### src/rtl/hbm_rd_arbiter.sv
// hbm_rd_arbiter: round-robin arbiter that lets several core requesters share
// one HBM pseudo channel. The controller returns read data strictly in issue
// order, so a FIFO of requester tags steers each response back to its owner.
// A level-sensitive flush stops new grants, waits until every in-flight read
// has returned, and then pulses flush_done for one cycle.

`ifndef GROUP_CORE_NUM
`define GROUP_CORE_NUM 4
`endif
`ifndef HBM_AWIDTH
`define HBM_AWIDTH 32
`endif
`ifndef HBM_DWIDTH
`define HBM_DWIDTH 64
`endif

module hbm_rd_arbiter #(
  parameter int REQ_NUM         = `GROUP_CORE_NUM,
  parameter int HBM_AWIDTH      = `HBM_AWIDTH,
  parameter int HBM_DWIDTH      = `HBM_DWIDTH,
  parameter int MAX_OUTSTANDING = 16,
  localparam int TAG_W          = (REQ_NUM > 1) ? $clog2(REQ_NUM) : 1,
  localparam int PTR_W          = (MAX_OUTSTANDING > 1) ? $clog2(MAX_OUTSTANDING) : 1,
  localparam int CNT_W          = $clog2(MAX_OUTSTANDING) + 1
) (
  input  logic                          clk,
  input  logic                          rst,
  input  logic [REQ_NUM*HBM_AWIDTH-1:0] req_addr,
  input  logic [REQ_NUM-1:0]            req_valid,
  output logic [REQ_NUM-1:0]            req_ready,
  input  logic                          hbm_controller_full,
  output logic [HBM_AWIDTH-1:0]         rd_hbm_edge_addr,
  output logic                          rd_hbm_edge_valid,
  input  logic [HBM_DWIDTH-1:0]         hbm_controller_edge,
  input  logic                          hbm_controller_valid,
  output logic [HBM_DWIDTH-1:0]         resp_edge,
  output logic [REQ_NUM-1:0]            resp_valid,
  input  logic                          flush,
  output logic                          flush_done,
  output logic [CNT_W-1:0]              outstanding_cnt,
  output logic                          resp_err
);

  typedef enum logic [1:0] {
    ST_RUN   = 2'd0,
    ST_DRAIN = 2'd1,
    ST_DONE  = 2'd2
  } state_e;

  state_e                  state_q, state_d;
  logic [TAG_W-1:0]        rr_ptr_q, rr_ptr_d;
  logic [CNT_W-1:0]        cnt_q, cnt_d;
  logic [PTR_W-1:0]        wr_ptr_q, rd_ptr_q;
  logic [TAG_W-1:0]        tag_mem [MAX_OUTSTANDING];

  logic [HBM_AWIDTH-1:0]   rd_addr_q;
  logic                    rd_valid_q;
  logic [HBM_DWIDTH-1:0]   resp_edge_q;
  logic [REQ_NUM-1:0]      resp_valid_q, resp_valid_d;
  logic                    resp_err_q;

  logic                    grant_en;
  logic                    grant_found;
  logic [TAG_W-1:0]        grant_idx;
  logic [TAG_W-1:0]        search_idx;
  int                      search_sum;
  logic                    push, pop;

  // Grants are only possible while running, not flushing, not back-pressured
  // and with room left for another in-flight tag; reset masks them outright.
  assign grant_en = rst && (state_q == ST_RUN) && !flush && !hbm_controller_full &&
                    (cnt_q < CNT_W'(MAX_OUTSTANDING));

  // Round-robin search: first valid requester at or after rr_ptr, wrapping.
  // NOTE: combinational blocks use blocking '=' and give every output a
  // default first, so no latch is inferred on any path.
  always_comb begin
    grant_found = 1'b0;
    grant_idx   = '0;
    search_idx  = '0;
    search_sum  = 0;
    for (int i = 0; i < REQ_NUM; i++) begin
      search_sum = (int'(rr_ptr_q) + i) % REQ_NUM;
      search_idx = TAG_W'(search_sum);
      if (!grant_found && req_valid[search_idx]) begin
        grant_found = 1'b1;
        grant_idx   = search_idx;
      end
    end
  end

  // One-hot ready, pointer advance, FIFO push/pop and occupancy update.
  always_comb begin
    req_ready = '0;
    push      = grant_en && grant_found;
    pop       = hbm_controller_valid && (cnt_q != '0);
    rr_ptr_d  = rr_ptr_q;
    cnt_d     = cnt_q;
    if (push) begin
      req_ready[grant_idx] = 1'b1;
      rr_ptr_d = (grant_idx == TAG_W'(REQ_NUM - 1)) ? '0 : grant_idx + TAG_W'(1);
    end
    case ({push, pop})
      2'b10:   cnt_d = cnt_q + CNT_W'(1);
      2'b01:   cnt_d = cnt_q - CNT_W'(1);
      default: cnt_d = cnt_q;
    endcase
  end

  // Response routing: the oldest tag selects which requester sees the data.
  always_comb begin
    resp_valid_d = '0;
    if (pop) resp_valid_d[tag_mem[rd_ptr_q]] = 1'b1;
  end

  // Flush FSM: RUN -> DRAIN on flush, DRAIN -> DONE once nothing is in
  // flight, DONE pulses flush_done and always returns to RUN.
  always_comb begin
    state_d    = state_q;
    flush_done = 1'b0;
    case (state_q)
      ST_RUN:   if (flush) state_d = ST_DRAIN;
      ST_DRAIN: if ((cnt_q == '0) && !rd_valid_q) state_d = ST_DONE;
      ST_DONE: begin
        flush_done = 1'b1;
        state_d    = ST_RUN;
      end
      default:  state_d = ST_RUN;
    endcase
  end

  // Control state: FSM, arbitration pointer, tag FIFO pointers, occupancy.
  // NOTE: sequential blocks use non-blocking '<=' so every register samples
  // the pre-edge values of the others.
  always_ff @(posedge clk or negedge rst) begin
    if (!rst) begin
      state_q  <= ST_RUN;
      rr_ptr_q <= '0;
      cnt_q    <= '0;
      wr_ptr_q <= '0;
      rd_ptr_q <= '0;
    end else begin
      state_q  <= state_d;
      rr_ptr_q <= rr_ptr_d;
      cnt_q    <= cnt_d;
      if (push) wr_ptr_q <= wr_ptr_q + PTR_W'(1);
      if (pop)  rd_ptr_q <= rd_ptr_q + PTR_W'(1);
    end
  end

  // Tag storage written on every grant.
  // NOTE: the storage array has no reset; entries are only meaningful between
  // the FIFO pointers, and those pointers are reset.
  always_ff @(posedge clk) begin
    if (push) tag_mem[wr_ptr_q] <= grant_idx;
  end

  // Registered controller request and routed response outputs.
  always_ff @(posedge clk or negedge rst) begin
    if (!rst) begin
      rd_addr_q    <= '0;
      rd_valid_q   <= 1'b0;
      resp_edge_q  <= '0;
      resp_valid_q <= '0;
      resp_err_q   <= 1'b0;
    end else begin
      rd_valid_q   <= push;
      resp_valid_q <= resp_valid_d;
      if (push) rd_addr_q <= req_addr[grant_idx*HBM_AWIDTH +: HBM_AWIDTH];
      if (pop)  resp_edge_q <= hbm_controller_edge;
      if (hbm_controller_valid && (cnt_q == '0)) resp_err_q <= 1'b1;
    end
  end

  assign rd_hbm_edge_addr  = rd_addr_q;
  assign rd_hbm_edge_valid = rd_valid_q;
  assign resp_edge         = resp_edge_q;
  assign resp_valid        = resp_valid_q;
  assign outstanding_cnt   = cnt_q;
  assign resp_err          = resp_err_q;

endmodule

### config.mk
export PLATFORM = sky130hd
export DESIGN_NAME = hbm_rd_arbiter
export DESIGN_NICKNAME = d
export VERILOG_FILES = /design/src/rtl/hbm_rd_arbiter.sv
export SDC_FILE = /design/constraint.sdc
export NUM_CORES = 1
export LEC_CHECK = 0
export ABC_CLOCK_PERIOD_IN_PS = 4100
export BUFFER_PORTS_ARGS = -buffer_cell sky130_fd_sc_hd__buf_2
export CAP_MARGIN = 20
export CORE_MARGIN = 8
export CORE_UTILIZATION = 48
export CTS_BUF_LIST = sky130_fd_sc_hd__clkbuf_16
export DETAILED_ROUTE_END_ITERATION = 10
export PLACE_DENSITY = 0.85
export SLEW_MARGIN = 25
export SYNTH_ARGS = -nofsm -noshare
export SYNTH_HDL_FRONTEND = slang
export SYNTH_SLANG_ARGS = --single-unit
### constraint.sdc
create_clock -name clk -period 4.1 [get_ports clk]
set_clock_uncertainty 0.2 [all_clocks]
set_input_delay 0.82 -clock clk [delete_from_list [all_inputs] [get_ports clk]]
set_output_delay 0.82 -clock clk [all_outputs]
set_load 0.01 [all_outputs]
---- Word-level counts from Yosys, hierarchy flattened ----
Memory sizes are Yosys's and may differ from the RTL's.
Cells that the tools add are included.
word-level totals
  bits in registers ....................... 119
  memory bits (writable) .................. 32
  bits of input ports ..................... 201
  output and inout bits ................... 112
  logic and storage cells ................. 90
  memories kept ........................... 1
operators by class
  add/subtract/negate cells ............... 8
  $lt $le $gt $ge ......................... 9
  equal/unequal tests ..................... 7
  shift operators ......................... 1
  mux-type cells .......................... 30
  reductions and logical operators ........ 24
memory list
  memory   words  bits a word  rd ports  clocked after memory_dff  write ports  RTL line  RTL
  tag_mem  16     2            1         0                         1            54        logic [TAG_W-1:0] tag_mem [MAX_OUTSTANDING];
operators by type and width
  cell                                                                number
  indexed part select 128 x 8 -> 32 bit                               1
  < comparator 2 x 3 -> 1 bit (second input constant)                 6
  2-to-1 mux 2 bit                                                    7
  logical AND 1 bit                                                   13
  2-to-1 mux 1 bit                                                    13
  case mux 5 bit (2 select lines)                                     1
  adder 4 x 1 -> 4 bit (second input constant)                        2
  binary-select mux 1 bit (select 2 bit)                              4
  2-to-1 mux 4 bit                                                    2
  == test 2 bit (second input constant)                               3
  zero test 1 bit                                                     6
  adder 5 x 1 -> 5 bit (second input constant)                        1
  zero test 5 bit                                                     1
  < comparator 5 bit (second input constant)                          1
  nonzero test 5 bit                                                  1
  subtractor 5 x 1 -> 5 bit (second input constant)                   1
  adder 2 x 1 -> 2 bit (second input constant)                        2
  adder 2 bit (second input constant)                                 2
  demux 1 bit (select 2 bit)                                          2
  == test 2 x 1 -> 1 bit (second input constant)                      2
  greater-or-equal comparator 2 x 1 -> 1 bit (second input constant)  2
  inequality test 2 bit (second input constant)                       2
  case mux 2 bit (2 select lines)                                     1
  zero test 2 bit                                                     1
  other kinds (2)                                                     2

---- Longest topological paths before layout ----
  depth in word-level cells ............... 17
  gate-level depth with buffers ........... 15
  depth with buffers taken out ............ 12

---- Least setup slack after synthesis ----
Ideal clock, no wire load.
  path type ............................... input -> output
  start point ............................. in req_valid[1]
  end point ............................... out req_ready[3]
  data arrival time ....................... 2.216 ns
  required time ........................... 3.080 ns
  path slack .............................. 0.864 ns
  cell stages on the path ................. 8
  path buffers ............................ 2
  path through ............................ a21boi_1 o22a_1 nand2_4 inv_2 buf_4 buf_4 ha_1 and2_1
between the ends
  longest elaborated chain between the ends .. 17
  elaborated cells between the ends (all ways) .. 29
  those cells by class .................... order compare: 2; mux: 19; reduce/logical: 8
RTL lines
  element                                                                                                                 RTL line  RTL
  start: declaration                                                                                                      29        input logic [REQ_NUM-1:0] req_valid,
  binary-select mux 1 bit (select 2 bit)                                                                                  85        if (!grant_found && req_valid[search_idx]) begin
  2-to-1 mux 1 bit (implied by the code)                                                                                  85
  2-to-1 mux 1 bit                                                                                                        85
  zero test 1 bit                                                                                                         85
  logical AND 1 bit                                                                                                       85
  2-to-1 mux 1 bit                                                                                                        85
  zero test 1 bit                                                                                                         85
  logical AND 1 bit                                                                                                       85
  [... 2 more ...]                                                                                                        n/a
  logical AND 1 bit                                                                                                       85
  2-to-1 mux 2 bit *                                                                                                      85
  net grant_idx[0]                                                                                                        64        logic [TAG_W-1:0] grant_idx;
  < comparator 2 x 3 -> 1 bit (implied by the code) / greater-or-equal comparator 2 x 1 -> 1 bit (equally long branches)  100       req_ready[grant_idx] = 1'b1;
  logical AND 1 bit (implied by the code)                                                                                 100
  2-to-1 mux 1 bit (implied by the code)                                                                                  100
  demux 1 bit (select 2 bit) *                                                                                            100
  2-to-1 mux 4 bit *                                                                                                      99        if (push) begin
  end: declaration                                                                                                        30        output logic [REQ_NUM-1:0] req_ready,
The timed path passes the listed nets; every way through them passes the cells marked *. The select of a mux whose other input is x is not followed.

---- Worst setup path after layout ----
  start point ............................. in req_valid[0]
  end point ............................... out req_ready[3]
The elaborated chain is that of the path after synthesis.

==> results.sh <==
export IMPL_io_pins=313
export IMPL_hold_violations=0
export IMPL_relSlewSlack=0.3626
export IMPL_die_h_um=139.6
export IMPL_grt_max_degree=74
export IMPL_timing_rr_end="outstanding_cnt[4]"
export IMPL_cpMostUsedCell="buf_2"
export IMPL_peakVddDrop_uv=338.8
export IMPL_critPathMaxStageDelay_ns=0.26
export IMPL_fp_dieW_um=139.6
export IMPL_num_rows=45
export IMPL_period_minus_slack_ns=3.388
export IMPL_nets=1192
export IMPL_cts_hold_buffers=0
export IMPL_area_growth_syn_to_layout_pct=30.33
export IMPL_status="finished clean"
export IMPL_path_clk_slew_ns=0.06
export IMPL_cts_path_max_buffers=2
export IMPL_clk_latency_ns=0.41
export IMPL_ff2ff_path_depth=11
export IMPL_seq_area_frac_synth=0.5369
export IMPL_end_kind="output pin"
export IMPL_arrival_ns=2.37
export IMPL_vias_per_cell=5.246
export IMPL_hold_path_class="reg -> reg"
export IMPL_r2r_start="state_q[0]"
export IMPL_ys_warn_count=0
export IMPL_antenna_found_initial=2
export IMPL_holdPathStages=1
export IMPL_grt_pass1_vias=6677
export IMPL_gp_congestion=0.8444
export IMPL_cts_htree_levels=4
export IMPL_start_util=0.4862
export IMPL_worstMarginPinSlew_ns=0.9561
export IMPL_cpMaxStageDelayCell="a21boi_1"
export IMPL_cts_tree="built"
export IMPL_start_kind="primary input"
export IMPL_core_area_mm2=0.01509
export IMPL_wl_per_cell_um=18.01
export IMPL_synth_top_area_share=0.4059
export IMPL_cts_sinks=151
export IMPL_rrSetupSlack_ns=1.14
export IMPL_die_area_mm2=0.01950
export IMPL_post_cts_setup_buffers=0
export IMPL_finalSetupViolCount=0
export IMPL_synth_seq_cells=151
export IMPL_fin_crit_sh=0.8264
export IMPL_crit_chain="buf_2, a21o_1, a21boi_1, o21ai_0, inv_1, buf_4, ha_1, and2_1, buf_2"
export IMPL_drv_cap=0
export IMPL_drive_gt1_frac=0.4355
export IMPL_root_buffer="clkbuf_16"
export IMPL_crit_fanout=18
export IMPL_power_leakage_uw=0.004787
export IMPL_dp_hpwl_um=15980
export IMPL_drc=0
export IMPL_post_place_ws_ns=0.6555
export IMPL_fin_ws_ns=0.7118
export IMPL_power_density_mw_per_mm2=586.2
export IMPL_ant_nets=0
export IMPL_num_vias=6196
export IMPL_grt_usage=0.2176
export IMPL_critical_path_class="in -> out"
export IMPL_io_buffers=312
export IMPL_grt_overflow=0
export IMPL_cts_buffers=17
export IMPL_avgSynthCellArea_um2=10.80
export IMPL_synth_area_mm2=0.007336
export IMPL_routed_wl_um=21270
export IMPL_cp_required_ns=3.08
export IMPL_yosysTopAreaCell="dfrtp_1"
export IMPL_hold_end="state_q[1]"
export IMPL_setup_tns_final_ns=0
export IMPL_layout_commonest_cell="buf_2"
export IMPL_drt_iter0_drc=266
export IMPL_synth_distinct_cells=43
export IMPL_synth_area_leaders="dfrtp_1 41%, edfxtp_1 13%, nand2_1 11%, a211oi_2 9.0%, mux2i_1 4.5%"
export IMPL_netlist_instances=679
export IMPL_syn_num_nets=892
export IMPL_fmax_mhz=295.1
export IMPL_rsz0062_at_grt="false"
export IMPL_drv_slew=0
export IMPL_final_cell_mix="311 x buf_2, 209 x nand2_1, 119 x dfrtp_1"
export IMPL_grt_first_pass_wirelength_um=33900
export IMPL_firstDrtPassIters=4
export IMPL_cts_resized_gates=0
export IMPL_hold_start="rd_hbm_edge_valid"
-- worst max-delay path: cells and delay by family --
| kind | cells | cell delay (ns) |
|---|---|---|
| buf+inv | 4 | 0.59 |
| simple gates | 1 | 0.12 |
| compound gates | 3 | 0.62 |
| fa+ha+maj | 1 | 0.22 |
-- how the worst max path moves through the flow --
stage	end	start	cells past startpoint
after floorplan	req_ready[3]	req_valid[1]	8
after global placement	outstanding_cnt[4]	flush	12
after detailed placement	outstanding_cnt[4]	flush	12
after CTS	req_ready[3]	req_valid[0]	9
after global routing	req_ready[3]	rr_ptr_q[1]	8
final	req_ready[3]	req_valid[0]	9
-- cells in the mapped netlist (all sizes together) --
library cell / instances
or4: 1
a21boi: 17
inv: 10
edfxtp: 32
a21oi: 3
xor2: 4
o21ai: 4
buf: 24
mux2: 1
nor4b: 1
o211ai: 2
nor2b: 2
a21o: 5
or4b: 1
and3: 19
dfrtp: 119
clkbuf: 19
mux2i: 33
a31o: 1
and2: 5
a211oi: 66
nor2: 49
nor3: 9
ha: 12
xnor2: 8
nand2: 212
nand2b: 4
a32oi: 1
o22a: 1
o31ai: 1
mux4: 9
a22oi: 2
nand4: 2
-- per-stage QoR --
stage	instance area (um2)	total power [uW]	std cells	utilization	hold slack (ns)
finish	9560	5604	1181	0.6336	0.2619
CTS	9558	5665	1180	0.6334	0.2653
detailed placement	9000	4190	1148	0.5964	0.2538
floorplan	7336	3414	679	-	0.2586
global placement	9000	4103	1148	0.5964	0.2507
global route	9560	5960	1181	0.6336	0.2727
-- layer usage --
metal | share of wire | wire [um] | track usage | up-vias
li1 | - | - | - | 2937
met1 | 0.39 | 8239 | 0.2410 | 2947
met2 | 0.50 | 10600 | 0.3744 | 278
met3 | 0.089 | 1885 | 0.08242 | 32
met4 | 0.025 | 529 | 0.08171 | 2
met5 | 0.00061 | 13 | 0 | -
-- cell type report --
class,count,area [um2]
fillers,1248,5529
flip-flops and latches,151,3939
multi-input cells,475,3134
repair buffers,324,1654
clock buffers,17,425.4
well taps,188,235.2
clock inverters,15,132.6
inverters,10,37.54
diodes,1,2.502
-- power by group --
| part | switching (uW) | internal (uW) |
|---|---|---|
| Combinational | 1060 | 818 |
| Clock | 653 | 797 |
| Sequential | 336 | 1940 |
-- cells by family after synthesis --
logic type	synth area share
mux	0.07419
flops	0.5369
xor+xnor	0.01433
compound gates	0.1422
simple gates	0.1747
buf+inv	0.03718
fa+ha+maj	0.02047
-- flip-flops by register name (all words and copies together) (netlist names) --
register           count
state_q                2
rd_hbm_edge_valid      1
resp_edge             64
resp_err               1
rd_hbm_edge_addr      32
wr_ptr_q               4
tag_mem               32
outstanding_cnt        5
rd_ptr_q               4
rr_ptr_q               2
resp_valid             4
Power figures use the tool's default switching activity.
